==> config.mk <==
export PLATFORM = sky130hd
export DESIGN_NAME = board_generator
export DESIGN_NICKNAME = d
export VERILOG_FILES = /design/src/rtl/board_generator.sv
export SDC_FILE = /design/constraint.sdc
export NUM_CORES = 1
export LEC_CHECK = 0
export ABC_AREA = 1
export CAP_MARGIN = 5
export CORE_AREA = 8 8 79 81
export DETAILED_ROUTE_END_ITERATION = 6
export DIE_AREA = 0 0 87 89
export PLACE_DENSITY = 0.77
export SETUP_SLACK_MARGIN = 0.4
export SLEW_MARGIN = 20
export SYNTH_ARGS = -nofsm -noshare
export SYNTH_HDL_FRONTEND = slang
export SYNTH_SLANG_ARGS = --single-unit
==> constraint.sdc <==
create_clock -name clk -period 2.1 [get_ports clk]
set_clock_uncertainty 0.05 [all_clocks]
set_input_delay 0.315 -clock clk [delete_from_list [all_inputs] [get_ports clk]]
set_output_delay 0.315 -clock clk [all_outputs]
set_load 0.02 [all_outputs]
==> src/rtl/board_generator.sv <==
// -----------------------------------------------------------------------------
// board_generator
//   Upstream stage of the memory matrix game. On a start request it draws a
//   random tile pattern containing exactly the requested number of lit tiles
//   and presents it with a valid flag until the next request. Draw indices
//   come from a free-running Galois LFSR, so the timing of the player's button
//   press adds entropy. If random draws keep landing on already-lit tiles, a
//   deterministic fill (lowest clear tile first) completes the board.
//
// Optional feature (compile-time macro BOARD_GEN_NO_REPEAT_EN):
//   When defined, a board identical to the previously issued one is rejected
//   and regenerated (up to 4 retries), unless the board is completely lit.
//
// Ports:
//   clk          in   system clock
//   reset        in   asynchronous, active-high reset
//   start        in   generation request, level-sampled in IDLE/DONE
//   num_tiles    in   requested lit-tile count (clamped to 1..BOARD_W)
//   board        out  solution board; zero unless board_valid
//   board_valid  out  board is complete and stable
//   busy         out  generation in progress
// -----------------------------------------------------------------------------
module board_generator #(
   parameter int                BOARD_W   = 8,
   parameter int                LFSR_W    = 16,
   parameter logic [LFSR_W-1:0] SEED      = 16'hACE1,
   parameter int                MAX_DRAWS = 64
) (
   input  logic                      clk,
   input  logic                      reset,
   input  logic                      start,
   input  logic [$clog2(BOARD_W):0]  num_tiles,
   output logic [BOARD_W-1:0]        board,
   output logic                      board_valid,
   output logic                      busy
);

   localparam int IDX_W = $clog2(BOARD_W);
   localparam int CNT_W = IDX_W + 1;
   localparam int DRW_W = $clog2(MAX_DRAWS + 1);

   localparam logic [LFSR_W-1:0] TAPS      = LFSR_W'(16'hB400);
   // An all-zero seed would lock the LFSR, so substitute 1.
   localparam logic [LFSR_W-1:0] SEED_INIT = (SEED == '0) ? LFSR_W'(1) : SEED;
   localparam logic [CNT_W-1:0]  BW        = CNT_W'(BOARD_W);
   localparam logic [DRW_W-1:0]  MAXD      = DRW_W'(MAX_DRAWS);

   typedef enum logic [1:0] {S_IDLE, S_GEN, S_FILL, S_DONE} state_t;

   state_t              state_q, state_d;
   logic [LFSR_W-1:0]   lfsr_q, lfsr_d;
   logic [BOARD_W-1:0]  work_q, work_d;
   logic [CNT_W-1:0]    cnt_q, cnt_d;
   logic [CNT_W-1:0]    tgt_q, tgt_d;
   logic [DRW_W-1:0]    drw_q, drw_d;
   logic [BOARD_W-1:0]  board_q;
   logic                valid_q;
   logic                busy_q;
   logic [IDX_W-1:0]    idx;
   logic                done_req;

`ifdef BOARD_GEN_NO_REPEAT_EN
   logic [BOARD_W-1:0]  last_q, last_d;
   logic [2:0]          retry_q, retry_d;
`endif

   // Clamp the requested count into 1..BOARD_W.
   function automatic logic [CNT_W-1:0] clamp_target(input logic [CNT_W-1:0] n);
      if (n == '0)
         return CNT_W'(1);
      else if (n > BW)
         return BW;
      else
         return n;
   endfunction

   // One-hot mask of the lowest clear bit: adding 1 ripples into exactly that bit.
   function automatic logic [BOARD_W-1:0] lowest_zero(input logic [BOARD_W-1:0] w);
      return ~w & (w + BOARD_W'(1));
   endfunction

   assign board       = board_q;
   assign board_valid = valid_q;
   assign busy        = busy_q;

   always_comb begin
      state_d  = state_q;
      work_d   = work_q;
      cnt_d    = cnt_q;
      tgt_d    = tgt_q;
      drw_d    = drw_q;
      done_req = 1'b0;
      idx      = lfsr_q[IDX_W-1:0];
      lfsr_d   = lfsr_q[0] ? ((lfsr_q >> 1) ^ TAPS) : (lfsr_q >> 1);
`ifdef BOARD_GEN_NO_REPEAT_EN
      last_d   = last_q;
      retry_d  = retry_q;
`endif

      case (state_q)
         S_IDLE, S_DONE: begin
            if (start) begin
               state_d = S_GEN;
               work_d  = '0;
               cnt_d   = '0;
               drw_d   = '0;
               tgt_d   = clamp_target(num_tiles);
`ifdef BOARD_GEN_NO_REPEAT_EN
               retry_d = '0;
`endif
            end
         end
         S_GEN: begin
            if (!work_q[idx]) begin
               work_d[idx] = 1'b1;
               cnt_d       = cnt_q + CNT_W'(1);
            end
            drw_d = drw_q + DRW_W'(1);
            // A hit on the final draw still completes the board.
            if (cnt_d == tgt_q)
               done_req = 1'b1;
            else if (drw_d == MAXD)
               state_d = S_FILL;
         end
         S_FILL: begin
            work_d = work_q | lowest_zero(work_q);
            cnt_d  = cnt_q + CNT_W'(1);
            if (cnt_d == tgt_q)
               done_req = 1'b1;
         end
         default: state_d = S_IDLE;
      endcase

      if (done_req) begin
`ifdef BOARD_GEN_NO_REPEAT_EN
         // A fully lit board has only one pattern, so it is never retried.
         if ((work_d == last_q) && (tgt_q < BW) && (retry_q < 3'd4)) begin
            state_d = S_GEN;
            work_d  = '0;
            cnt_d   = '0;
            drw_d   = '0;
            retry_d = retry_q + 3'd1;
         end else begin
            state_d = S_DONE;
            last_d  = work_d;
            retry_d = '0;
         end
`else
         state_d = S_DONE;
`endif
      end
   end

   // Outputs are registered from the next state so they align with it.
   always_ff @(posedge clk or posedge reset) begin
      if (reset) begin
         state_q <= S_IDLE;
         lfsr_q  <= SEED_INIT;
         work_q  <= '0;
         cnt_q   <= '0;
         tgt_q   <= '0;
         drw_q   <= '0;
         board_q <= '0;
         valid_q <= 1'b0;
         busy_q  <= 1'b0;
`ifdef BOARD_GEN_NO_REPEAT_EN
         last_q  <= '0;
         retry_q <= '0;
`endif
      end else begin
         state_q <= state_d;
         lfsr_q  <= lfsr_d;
         work_q  <= work_d;
         cnt_q   <= cnt_d;
         tgt_q   <= tgt_d;
         drw_q   <= drw_d;
         board_q <= (state_d == S_DONE) ? work_d : '0;
         valid_q <= (state_d == S_DONE);
         busy_q  <= (state_d == S_GEN) || (state_d == S_FILL);
`ifdef BOARD_GEN_NO_REPEAT_EN
         last_q  <= last_d;
         retry_q <= retry_d;
`endif
      end
   end

endmodule

======== Word-level counts from Yosys, hierarchy flattened ========
Index checks and enable logic that the tools add are counted.
Widths: inputs -> output; s select.
storage, ports and cells
  logic and storage cells ................. 63
  output and inout bits ................... 10
  memories ................................ 0
  ROM bits ................................ 0
  bits in latches ......................... 0
  memory bits (writable) .................. 0
  flip-flop bits (word level) ............. 51
operators by class
  multiplexer cells ....................... 25
  order comparisons ....................... 3
  shift-type cells ........................ 0
  reductions and logical operators ........ 8
  divide/modulo/power cells ............... 0
  bitwise logic cells ..................... 5
  multipliers ............................. 0
  add/sub/neg operators ................... 3
  eq/ne operators ......................... 10
operators by type and width
  operator             number
  $mux 8               3
  $pmux 8 s3           1
  $mux 4               5
  $mux 16              1
  $or 8x8->8           2
  $pmux 7 s2           1
  $pmux 4 s3           1
  $add 8x1->8 const B  1
  $and 8x8->8          1
  $eq 2x2->1 const B   4
  $eq 4x4->1           2
  $mux 2               4
  $not 8->8            1
  $add 7x1->7 const B  1
  $eq 7x7->1 const B   1
  $mux 7               1
  $add 4x1->4 const B  1
  $eq 2x1->1 const B   2
  $gt 4x4->1 const B   1
  $logic_not 4->1      1
  $lt 3x4->1 const B   1
  $mux 1               4
  $not 3->4            1
  $pmux 2 s2           1
  other kinds (11)     12

======== Logic depth before layout (Yosys ltp) ========
  word-level depth ........................ 10
  depth in mapped cells ................... 21
  mapped depth without buffers ............ 20

======== Worst setup path after synthesis ========
Ideal clock, no wire load.
  kind .................................... reg2reg
  start ................................... reg lfsr_q[0]
  end ..................................... reg board_q[5] (netlist: board[5])
  arrival time ............................ 2.034 ns
  setup slack ............................. -0.113 ns
  library setup time ...................... 0.129 ns
  stages on the path, launching flop included .. 22
  period minus slack after synthesis ...... 2.213 ns
  cell sequence ........................... dfstp_2 buf_6 inv_4 nand2_1 nand3_2 nand2_2 inv_2 nand2_8 nand2_2 nand2_1 nand2_1 nand2_1 nor2_2 nand2_2 nand2_2 nand2_1 nand2_1 nand2_1 nand2_1 ha_1 inv_1 nor2_1
on the way
  cells in the longest elaborated chain, start to end .. 10
  elaborated cells between the ends (all ways) .. 20
RTL lines
  element                                   line  RTL
  start: declaration                        51    logic [LFSR_W-1:0] lfsr_q, lfsr_d;
  start signal: assignment                  172   lfsr_q <= lfsr_d;
  $bmux 1 s3 (*)                            114   if (!work_q[idx]) begin
  $mux 1 (implied by the code) (*)          114
  $mux 4 (*)                                114
  $mux 4 (*)                                100   case (state_q)
  $eq 4x4->1 (*)                            120   if (cnt_d == tgt_q)
  $mux 2 or $mux 1 (tied branches)          120
  $pmux 2 s2 or $pmux 1 s2 (tied branches)  100
  $mux 2 (*)                                134   if (done_req) begin
  via state_d[0]                            50    state_t state_q, state_d;
  $eq 2x2->1 (*)                            177   board_q <= (state_d == S_DONE) ? work_d : '0;
  $mux 8 (*)                                177
  end signal: assignment                    177
  end: declaration                          56    logic [BOARD_W-1:0] board_q;
The timed path passes the listed nets; every way through them passes the cells marked *. The select of a mux whose other input is x is not followed.
A chain may end at the register's enable or synchronous reset.

======== Final worst setup path ========
  start ................................... reg lfsr_q[0]
  end ..................................... reg board_q[4] (netlist: board[4])
Same word-level chain as after synthesis.

==> qor.csv <==
metric;value;unit
status;finished, violations left;
violations;setup timing;
path_cells;nand2_2, nand3_2, nand2_2, nor2_4, nand2_2, nand3_2, nand2_1, nand2_1, inv_1, nand2_2, nand2_2, nand2_1, nand2_1, nand2_1, nand2_2, ha_4, and2_1;
route.detailed.drc;0;
fmax;368;MHz
final_antenna_net_count;0;
worstPathMaxFanout;8;
die_area;7740;um^2
fin_crit_sh;129;%
p_leak;0.00176;uW
viasPerCell;5.55;
critPathCaptureType;register;
row_count;26;
power.total;4810;uW
synth-edff-count;0;
reg2reg_from;lfsr_q[0];
clkTransAtPathRegs;0.10;ns
clock-sinks;51;
design_area;3700;um^2
diodes;0;
io_buffers;16;
dpl-instance-area;3070;um^2
wl;7.94;mm
holdBufCountCts;0;
drt-wirelength-per-cell;18.4;um
nets;373;
grt_pass1_vias;2246;
grt_max_degree;52;
cp_slowest_cell;dfstp_2;
crit_type;register to register;
hp-class;input port to asynchronous set/reset pin;
dp.cells;407;
clk_latency;0.32;ns
finalNonFillerCells;432;
mostFrequentLayoutCells;dfrtp_1 (43), buf_4 (43), nand2_1 (40), inv_1 (35), nand2_2 (25);
required;2.25;ns
setup_viol;12;
drive_above_1_share;45.3;%
syn_area;2500;um^2
slew_violations;0;
area_growth;48.0;%
yosys_warnings;0;
place_ws;-0.343;ns
worstSetupStartpointType;register;
grt_pass1_wl;10.1;mm
grtUsageTotal;16.9;%
ir_drop;0.000716;V
initial_core_util;50.2;%
yosysSeqAreaShare;51.5;%
synth_cell_types;35;
dieHeight;89;um
io_pins;17;
finalWorstSetupSlack;-0.615;ns
drv_cap;0;
numCtsBuffers;5;
cts_root_buf;clkbuf_8;
overflow;0;
grt_antenna_before_repair;0;
place.gp.congestion;0.871;
cpMostUsedCell;nand2_2;
dp_hpwl;3.92;mm
timing.final.crit_period;2.72;ns
dr_total_vias;2397;
synth_nets;293;
ff2ff_setup_slack;-0.62;ns
timing_hold_violations_final;0;
worst_hold_slack;0.302;ns
synth.area.top_cells;dfrtp_1 (43%), nand2_1 (8.9%), dfstp_2 (8.4%);
r2r_end;board[4];
ys.flop_type;dfrtp_1;
cp.arrival;2.87;ns
h-tree-depth;2;
ys_async_sr_fraction;100;%
ys_ff_latch;51;
tritoncts;done;
coreArea;4980;um^2
grt_setup_unrepaired;yes;
worstMarginPinSlew;0.534;ns
slew-limit-headroom;64.1;%
synth_cells;281;
synth_area_per_cell;8.89;um^2
cts_buffer_depth;2;
synth_top_area_share;43.1;%
ff2ff_path_depth;17;
critPathMaxStageDelay;0.66;ns
die_width;87;um
first_pass_iters;5;
p_per_area;1300;nW/um^2
synth_largest_area_cell;dfrtp_1;
drt_iter0_markers;191;
==> worst max path at each step <==
stage | start | end | slack, ns | depth (start not counted)
floorplan | lfsr_q[0] | board[4] | -0.05 | 16
global placement | lfsr_q[0] | board[6] | -0.30 | 15
detailed placement | lfsr_q[0] | board[6] | -0.34 | 15
CTS | lfsr_q[0] | board[5] | -0.22 | 18
global route | lfsr_q[0] | board[4] | -0.71 | 17
finish | lfsr_q[0] | board[4] | -0.62 | 17
==> kinds of logic after synthesis <==
kind of cell | share of synthesized area [%]
simple gates | 22.8
xor+xnor | 4.21
compound gates | 10.2
fa+ha+maj | 2.50
flops | 51.5
buf+inv | 8.81
==> layer usage <==
layer | global-route usage [%] | wire length [um]
met4 | 7.82 | 372
met1 | 19.6 | 2950
met3 | 4.14 | 525
met5 | 0 | 0
met2 | 28.8 | 4080
==> timing repair <==
action                     in CTS  in global routing
setup endpoints to repair      27                 35
buffers inserted                6                 11
resized for setup              29                 75
pin swaps                       6                 25
==> state kept, by name, indices dropped and copies added (netlist names) <==
register / cells
lfsr_q: 16
board: 8
work_q: 8
drw_q: 7
cnt_q: 4
tgt_q: 4
state_q: 2
board_valid: 1
busy: 1
==> stage by stage <==
stage	utilization, %	setup TNS (ns)
after floorplan	-	-0.327
after global placement	61.7	-2.17
after detailed placement	61.7	-2.55
after CTS	66.6	-1.95
after global routing	74.3	-7.40
final	74.3	-6.29
==> power by group <==
part | leakage, uW | internal, uW | switching [uW]
clock network | 0.0000461 | 241 | 346
logic | 0.00105 | 1350 | 1600
registers | 0.000665 | 1140 | 128
==> critical path: cells and delay by family (launching register included) <==
kind | cells | cell delay (ns)
adders and majority gates | 1 | 0.19
DFF | 1 | 0.66
and+or+nand+nor | 15 | 1.63
buffers and inverters | 1 | 0.06
==> layout make-up <==
class | instances | area, um^2
fillers | 301 | 1280
clock inverters | 3 | 23.8
clock buffers | 5 | 68.8
flip-flops and latches | 51 | 1290
inverters | 52 | 220
multi-input cells | 175 | 1310
well taps | 70 | 87.6
repair buffers | 76 | 707
==> synthesized netlist by cell type (3+ instances only) <==
master	instances
a21oi_1	11
inv_1	45
o21ai_0	9
dfstp_2	8
o22ai_1	7
ha_1	5
o221ai_1	3
dfrtp_1	43
o211ai_1	3
nand2_1	59
nand3_1	18
inv_2	4
nor2_1	13
xor2_1	12
nand2_2	8
nor3_1	6
nand3_2	5
Note: power is estimated with default switching activity, not from simulation.
